===== src/rtl/xbar_aw_w_sequencer.sv =====
// Slave-side write-path sequencer: round-robin AW arbitration across masters, an order
// queue of accepted bursts, and W routing from the queue head with count-generated WLAST.
module xbar_aw_w_sequencer #(
  parameter int MASTERS           = 2,
  parameter int SLAVES            = 2,
  parameter int I_AM_SLAVE_NUMBER = 0,
  parameter int ID_WIDTH          = 4,
  parameter int ADDR_WIDTH        = 32,
  parameter int LEN_WIDTH         = 4,
  parameter int DATA_WIDTH        = 32,
  parameter int STRB_WIDTH        = 4,
  parameter int OUTSTANDING       = 4,
  localparam int MW        = (MASTERS > 1) ? $clog2(MASTERS) : 1,
  localparam int SW        = (SLAVES > 1) ? $clog2(SLAVES) : 1,
  localparam int IDS_WIDTH = ID_WIDTH + MW,
  localparam int QW        = $clog2(OUTSTANDING)
) (
  input  logic                             ACLK,
  input  logic                             ARESET,
  input  logic [MASTERS-1:0]               m_aw_valid,
  input  logic [MASTERS*SW-1:0]            m_aw_dest,
  input  logic [MASTERS*ID_WIDTH-1:0]      m_awid,
  input  logic [MASTERS*ADDR_WIDTH-1:0]    m_awaddr,
  input  logic [MASTERS*LEN_WIDTH-1:0]     m_awlen,
  output logic [MASTERS-1:0]               m_aw_ready,
  input  logic [MASTERS-1:0]               m_w_valid,
  input  logic [MASTERS*DATA_WIDTH-1:0]    m_wdata,
  input  logic [MASTERS*STRB_WIDTH-1:0]    m_wstrb,
  input  logic [MASTERS-1:0]               m_wlast,
  output logic [MASTERS-1:0]               m_w_ready,
  output logic [IDS_WIDTH-1:0]             AWID_S,
  output logic [ADDR_WIDTH-1:0]            AWADDR_S,
  output logic [LEN_WIDTH-1:0]             AWLEN_S,
  output logic                             AWVALID_S,
  input  logic                             AWREADY_S,
  output logic [DATA_WIDTH-1:0]            WDATA_S,
  output logic [STRB_WIDTH-1:0]            WSTRB_S,
  output logic                             WLAST_S,
  output logic                             WVALID_S,
  input  logic                             WREADY_S,
  output logic                             w_len_err,
  output logic [QW:0]                      outstanding
);

  logic [MASTERS-1:0]    eligible;
  logic                  hi_found, lo_found, grant_valid;
  logic [MW-1:0]         hi_idx, lo_idx, grant_idx;
  logic [MW-1:0]         rr_ptr;
  logic                  aw_valid_q, aw_free, aw_accept;
  logic [MW-1:0]         aw_master_q;
  logic [ID_WIDTH-1:0]   aw_id_q;
  logic [ADDR_WIDTH-1:0] aw_addr_q;
  logic [LEN_WIDTH-1:0]  aw_len_q;

  logic [MW-1:0]         q_master [OUTSTANDING];
  logic [LEN_WIDTH-1:0]  q_len    [OUTSTANDING];
  logic [QW-1:0]         wr_ptr, rd_ptr;
  logic [QW:0]           q_count;
  logic                  q_full, q_nonempty, push, pop;
  logic [MW-1:0]         head_master;
  logic [LEN_WIDTH-1:0]  head_len;
  logic                  head_wlast;
  logic [LEN_WIDTH-1:0]  beat_cnt;
  logic                  w_route, w_hs;

  always_comb begin
    eligible = '0;
    for (int i = 0; i < MASTERS; i++) begin
      eligible[i] = m_aw_valid[i] && (m_aw_dest[i*SW +: SW] == SW'(I_AM_SLAVE_NUMBER));
    end
  end

  // Lowest eligible index at or above rr_ptr wins; otherwise wrap to the lowest below it.
  always_comb begin
    hi_found = 1'b0;
    lo_found = 1'b0;
    hi_idx   = '0;
    lo_idx   = '0;
    for (int i = MASTERS - 1; i >= 0; i--) begin
      if (eligible[i]) begin
        if (i >= int'(rr_ptr)) begin
          hi_found = 1'b1;
          hi_idx   = MW'(i);
        end else begin
          lo_found = 1'b1;
          lo_idx   = MW'(i);
        end
      end
    end
    grant_valid = hi_found | lo_found;
    grant_idx   = hi_found ? hi_idx : lo_idx;
  end

  assign aw_free   = !aw_valid_q || AWREADY_S;
  assign q_full    = (q_count == (QW+1)'(OUTSTANDING));
  assign aw_accept = !ARESET && grant_valid && aw_free && !q_full;
  assign push      = aw_accept;

  always_comb begin
    m_aw_ready = '0;
    if (aw_accept) begin
      m_aw_ready[grant_idx] = 1'b1;
    end
  end

  always_ff @(posedge ACLK) begin
    if (ARESET) begin
      aw_valid_q <= 1'b0;
      rr_ptr     <= '0;
    end else if (aw_accept) begin
      aw_valid_q <= 1'b1;
      rr_ptr     <= (grant_idx == MW'(MASTERS - 1)) ? '0 : grant_idx + 1'b1;
    end else if (AWREADY_S) begin
      aw_valid_q <= 1'b0;
    end
  end

  // Payload and queue storage carry no reset; only the valid flag and pointers matter.
  always_ff @(posedge ACLK) begin
    if (aw_accept) begin
      aw_master_q <= grant_idx;
      aw_id_q     <= m_awid[grant_idx*ID_WIDTH +: ID_WIDTH];
      aw_addr_q   <= m_awaddr[grant_idx*ADDR_WIDTH +: ADDR_WIDTH];
      aw_len_q    <= m_awlen[grant_idx*LEN_WIDTH +: LEN_WIDTH];
    end
    if (push) begin
      q_master[wr_ptr] <= grant_idx;
      q_len[wr_ptr]    <= m_awlen[grant_idx*LEN_WIDTH +: LEN_WIDTH];
    end
  end

  assign AWVALID_S = aw_valid_q;
  assign AWID_S    = {aw_master_q, aw_id_q};
  assign AWADDR_S  = aw_addr_q;
  assign AWLEN_S   = aw_len_q;

  assign head_master = q_master[rd_ptr];
  assign head_len    = q_len[rd_ptr];
  assign q_nonempty  = (q_count != '0);
  assign w_route     = q_nonempty && !ARESET;

  always_comb begin
    m_w_ready  = '0;
    WVALID_S   = 1'b0;
    WLAST_S    = 1'b0;
    WDATA_S    = m_wdata[head_master*DATA_WIDTH +: DATA_WIDTH];
    WSTRB_S    = m_wstrb[head_master*STRB_WIDTH +: STRB_WIDTH];
    head_wlast = m_wlast[head_master];
    if (w_route) begin
      WVALID_S               = m_w_valid[head_master];
      WLAST_S                = (beat_cnt == head_len);
      m_w_ready[head_master] = WREADY_S;
    end
  end

  assign w_hs = WVALID_S && WREADY_S;
  assign pop  = w_hs && WLAST_S;

  always_ff @(posedge ACLK) begin
    if (ARESET) begin
      wr_ptr    <= '0;
      rd_ptr    <= '0;
      q_count   <= '0;
      beat_cnt  <= '0;
      w_len_err <= 1'b0;
    end else begin
      if (push) begin
        wr_ptr <= wr_ptr + 1'b1;
      end
      if (pop) begin
        rd_ptr <= rd_ptr + 1'b1;
      end
      case ({push, pop})
        2'b10:   q_count <= q_count + 1'b1;
        2'b01:   q_count <= q_count - 1'b1;
        default: q_count <= q_count;
      endcase
      if (pop) begin
        beat_cnt <= '0;
      end else if (w_hs) begin
        beat_cnt <= beat_cnt + 1'b1;
      end
      w_len_err <= w_hs && (head_wlast != WLAST_S);
    end
  end

  assign outstanding = q_count;

endmodule


===== config.mk =====
export PLATFORM = sky130hd
export DESIGN_NAME = xbar_aw_w_sequencer
export DESIGN_NICKNAME = d
export VERILOG_FILES = /design/src/rtl/xbar_aw_w_sequencer.sv
export SDC_FILE = /design/constraint.sdc
export NUM_CORES = 1
export LEC_CHECK = 0
export ABC_AREA = 1
export CAP_MARGIN = 20
export CORE_MARGIN = 2
export CORE_UTILIZATION = 24
export CTS_CLUSTER_DIAMETER = 60
export CTS_CLUSTER_SIZE = 12
export DETAILED_ROUTE_END_ITERATION = 10
export PLACE_DENSITY_LB_ADDON = 0.2
export SYNTH_ARGS = -nofsm -noshare
export SYNTH_HDL_FRONTEND = slang
export SYNTH_SLANG_ARGS = --single-unit

===== constraint.sdc =====
create_clock -name ACLK -period 2.1 [get_ports ACLK]
set_input_delay 0.21 -clock ACLK [delete_from_list [all_inputs] [get_ports ACLK]]
set_output_delay 0.21 -clock ACLK [all_outputs]
set_load 0.02 [all_outputs]

**Word level (Yosys, flattened, before mapping)**

Memory sizes are Yosys's and may differ from the RTL's. A register that Yosys moved wholly into a read port is not among the register bits.
Index checks and enable logic that the tools add are counted.

- Bits in registers: 55
- Memory bits (read-only): 0
- Bits in writable memories: 20
- Output and inout port bits: 88
- Logic and storage cells: 87
- Memories kept: 2
- Bits in latches: 0

- Eq/ne operators: 5
- Magnitude comparators: 5
- $mul: 0
- Div/mod/pow operators: 0
- Shifts and indexed selects: 5
- Bitwise logic cells: 4
- Reductions and logical operators: 19
- Add/subtract/negate cells: 6
- Multiplexer cells: 30

Memory list:

| memory | words | width | read ports | clocked after memory_dff | wr ports | line | source |
|---|---|---|---|---|---|---|---|
| q_len | 4 | 4 | 1 | 1 | 1 | 56 | `logic [LEN_WIDTH-1:0] q_len [OUTSTANDING];` |
| q_master | 4 | 1 | 1 | 1 | 1 | 55 | `logic [MW-1:0] q_master [OUTSTANDING];` |

Operator list:

| operator | number |
|---|---|
| 64-bit by 7-bit variable part select with 32-bit output | 2 |
| 8-bit by 4-bit variable part select with 4-bit output | 3 |
| 1-bit 2-to-1 mux | 21 |
| 2-bit 2-to-1 mux | 6 |
| 1-bit logical AND | 11 |
| 3-bit case mux with 2 select lines | 1 |
| 2-bit by 1-bit adder with 2-bit output (second input constant) | 2 |
| 4-bit by 1-bit adder with 4-bit output (second input constant) | 1 |
| 4-bit == test | 1 |
| 1-bit by 2-bit less-than comparator with 1-bit output (second input constant) | 2 |
| 2-bit nonzero test | 2 |
| 3-bit by 1-bit adder with 3-bit output (second input constant) | 1 |
| 3-bit == test (second input constant) | 1 |
| 1-bit zero test | 3 |
| 3-bit nonzero test | 1 |
| 3-bit by 1-bit subtractor with 3-bit output (second input constant) | 1 |
| 2-bit AND | 1 |
| 1-bit demux with 1-bit select | 2 |
| 2-bit by 1-bit == test with 1-bit output (second input constant) | 1 |
| 2-bit == test (second input constant) | 1 |
| 1-bit >= comparator (second input constant) | 2 |
| 1-bit inverter | 2 |
| 2-bit OR reduction | 1 |
| 1-bit adder (second input constant) | 1 |
| 4 further kinds | 4 |

**Logic depth before layout (Yosys ltp)**

- Depth in word-level cells: 11
- Gate-level depth with buffers: 17

**Least setup slack after synthesis**

OpenSTA, ideal clock, no wires.

- Path kind: register to register
- From: register q_count[1] (netlist: outstanding[1])
- To: register q_count[2] (netlist: outstanding[2])
- Arrival time: 2.330 ns
- Required time: 1.978 ns
- Cell stages (with the launch flop): 16
- Setup slack: -0.352 ns
- Path through: dfxtp_1 -> inv_1 -> a31oi_4 -> nand2_1 -> inv_1 -> nand3_2 -> nor2_4 -> nand2_2 -> inv_1 -> ha_1 -> inv_1 -> fa_1 -> a21oi_1 -> o21ai_0 -> o21ai_0 -> a21oi_1

- Elaborated cells between the ends (all ways): 15

RTL lines:

| item | line | source |
|---|---|---|
| from (decl) | 58 | `logic [QW:0] q_count;` |
| from (signal assigned) | 174 | `2'b10: q_count <= q_count + 1'b1;` |
| from (signal assigned) | 175 | `2'b01: q_count <= q_count - 1'b1;` |
| from (signal assigned) | 176 | `default: q_count <= q_count;` |
| 3-bit nonzero test (*) | 139 | `assign q_nonempty = (q_count != '0);` |
| 1-bit logical AND (*) | 140 | `assign w_route = q_nonempty && !ARESET;` |
| 1-bit 2-to-1 mux (*) | 149 | `if (w_route) begin` |
| named net WLAST_S | 38 | `output logic WLAST_S,` |
| 1-bit logical AND (*) | 157 | `assign pop = w_hs && WLAST_S;` |
| named net pop | 59 | `logic q_full, q_nonempty, push, pop;` |
| 2-bit by 1-bit == test with 1-bit output or 2-bit == test (tied branches) | 173 | `case ({push, pop})` |
| 3-bit case mux with 2 select lines or 2-bit nonzero test (tied branches) | -- |  |

The timed path passes the listed nets; every way through them passes the cells marked *.
A chain may end at the register's enable or synchronous reset.

==> metrics.txt <==
worst r2r path cells=16; Hold-fix buffers, CTS=0; Slew @ Worst Pin=about 0.45 ns; syn_nets=666; Hold Path Class=reg2reg; clk buf depth=2; worst endpoint required time=2.33 ns; placed insts=about 980; hold path depth=2; CTS H-tree depth=3; Clock Root Buffer=clkbuf_16; register area=about 2200 um2; Fin. Hold Viols=0; total track usage=0.150; minimum clock period=between 2 and 2.5 ns; Synth cell types=27; Mapped Cells=between 400 and 500; clock sink count=between 70 and 80; Starting Density=0.247; residual DRC count=0; Yosys top cell area share=0.463; power per cell area=574 nW/um2; setup TNS=-0.403 ns; # fillers=1610; clk slew on worst S/H paths=0.07 ns; Overflow after GRT=0; area delta synth->final=85.5%; Final Skew=approximately 0.0086 ns; flops & latches, synth=77; Die X-Extent=approximately 130 um; drt pass-1 iters=4; final wirelength=~13 mm; failing checks=negative setup slack; commonest non-fill, non-tap cells in the layout=nand2_1 (272), clkdlybuf4s50_1 (209), edfxtp_1 (61); port bufs=251; Final #Nets=approximately 960; hold path startpoint=rr_ptr; sequential cell area fraction in the yosys report=0.544; Crit Path Category=reg2reg; latest clock arrival within the worst-skew pair=between 0.3 and 0.4 ns; top cells by area, synth=edfxtp_1 (46%), nand2_1 (27%), dfxtp_1 (8.1%); crit path max fanout=4; post-route ant nets=0; placed inst area=approximately 7000 um2; row count=46; antenna violations before repair=0; mapped cell area=3950 um2; PnR worst setup slack=-0.152 ns; Chip Height=approximately 130 um; fin. max-slew vios=0; half-perimeter wire length after placement=a little over 10 mm; crit path launch type=flip-flop; Synthesis Warnings=0; post-synth top area cell=edfxtp_1; largest net degree at the start of global routing=46; TritonCTS clock tree=done; Ports=around 250; non-filler cells, final=roughly 1000; Rel. slew slack=0.698; multi-input logic area=~1700 um2; Synth Area per Inst=roughly 8 um2; first-pass GRT wire length=21.0 mm; unrepaired setup endpoints after global routing=yes; run status=complete, but fails checks; Static Leak=around 3.3 nW; Tcrit/Tclk final=1.07; Die ar.=approximately 18000 um2; via count=about 4200; Power, Total=4.21 mW; average wire per standard cell=between 10 and 15 um; crit path capture type=flip-flop; fmax=about 440 MHz; Vias/cell=between 4 and 5; vias in the first global route=~4300; Ant. Diodes=0; Arr. time, crit path=between 2 and 2.5 ns; design area=approximately 7300 um2; Post-Place Setup Slack=-0.286 ns; layout cells sized above 1=0.191; First DRT Iteration DRCs=between 100 and 150; final RePlAce weighted congestion=0.790; Final Setup Violations=3; Num CTS Buffers=9; Max-Cap Viols=0; CORE AREA=roughly 16000 um2; worst IR drop on VDD=about 0.00036 V; commonest non-fill, non-tap cell in the layout=nand2_1
-- cell families after synthesis --
logic type | Yosys count | synth area share
and+or+nand+nor | 339 | 0.344
buffers and inverters | 54 | 0.0576
DFF | 77 | 0.544
muxes | 1 | 0.00253
xor gates and xnor gates | 1 | 0.00222
AOI/OAI and AO/OA | 16 | 0.0247
adders and majority gates | 7 | 0.0241
-- worst max-delay path: stages (launching register included) --
cell and delay (ns):
dfxtp_4 0.37, buf_6 0.13, nand2_2 0.05, nand3_2 0.10
nand2_2 0.10, nand2_2 0.05, nand2_2 0.06, nand3_2 0.08
nor2_4 0.14, nand2_4 0.07, inv_2 0.07, ha_4 0.13
inv_4 0.03, fa_2 0.52, nor2_2 0.04, a21oi_1 0.13
nor2_1 0.07
-- state kept, by name (all words and copies together) (netlist names), named ones only --
signal,flops
beat_cnt,4
rr_ptr,1
aw_id_q,4
w_len_err,1
AWLEN_S,4
rd_ptr,2
q_master,4
wr_ptr,2
AWVALID_S,1
q_len,16
aw_master_q,1
outstanding,3
AWADDR_S,32
-- worst paths after layout --
path | to | slack (ns)
worst max-delay path | outstanding[1] | -0.15
worst max register to register | outstanding[1] | -0.15
worst min-delay path | rr_ptr | 0.51
worst min register to register | rr_ptr | 0.51
-- layer usage --
| layer | wire length, um | track usage |
|---|---|---|
| met4 | 253 | 0.0609 |
| met3 | 1350 | 0.0623 |
| met1 | 4840 | 0.151 |
| met5 | 0 | 0 |
| met2 | 6730 | 0.273 |
-- power breakdown --
group	internal (mW)	leakage (nW)	switching [mW]	total, mW
sequential	1.72	0.698	0.0205	1.74
combinational	0.520	2.42	0.438	0.958
clock	0.829	0.137	0.681	1.51
total	3.07	3.25	1.14	4.21
-- through the flow --
step                hold WS, ns  utilization
floorplan                 0.273            -
global placement          0.494        0.438
detailed placement        0.497        0.438
CTS                       0.497        0.466
global route              0.510        0.458
finish                    0.508        0.458
-- layout make-up --
type                       instances  area share
tap                              216      0.0369
sequential                        77       0.296
timing repair buffer             299       0.379
clock inverter                     7     0.00939
inverter                          35      0.0196
clock buffer                       9      0.0307
multi-input combinational        364       0.228
-- cell usage after synthesis (all sizes together) --
cell    instances
a31oi           2
dfxtp          16
ha              6
nor2           27
clkinv          1
a21oi           7
o21ai           7
clkbuf          6
nor3            1
xor2            1
nand3          24
or2             2
nand2         284
inv            34
mux2i           1
edfxtp         61
nand4           1
buf            13
fa              1
-- what timing repair did --
item | 4_1_cts | 5_1_grt
resized for setup | 134 | 55
cloned | 0 | 1
buffers inserted | 10 | 1
pin swaps | 17 | 8
endpoints found under the hold margin | 0 | 0
endpoints found under the setup margin | 44 | 43
Note: power is estimated with default switching activity, not from simulation.
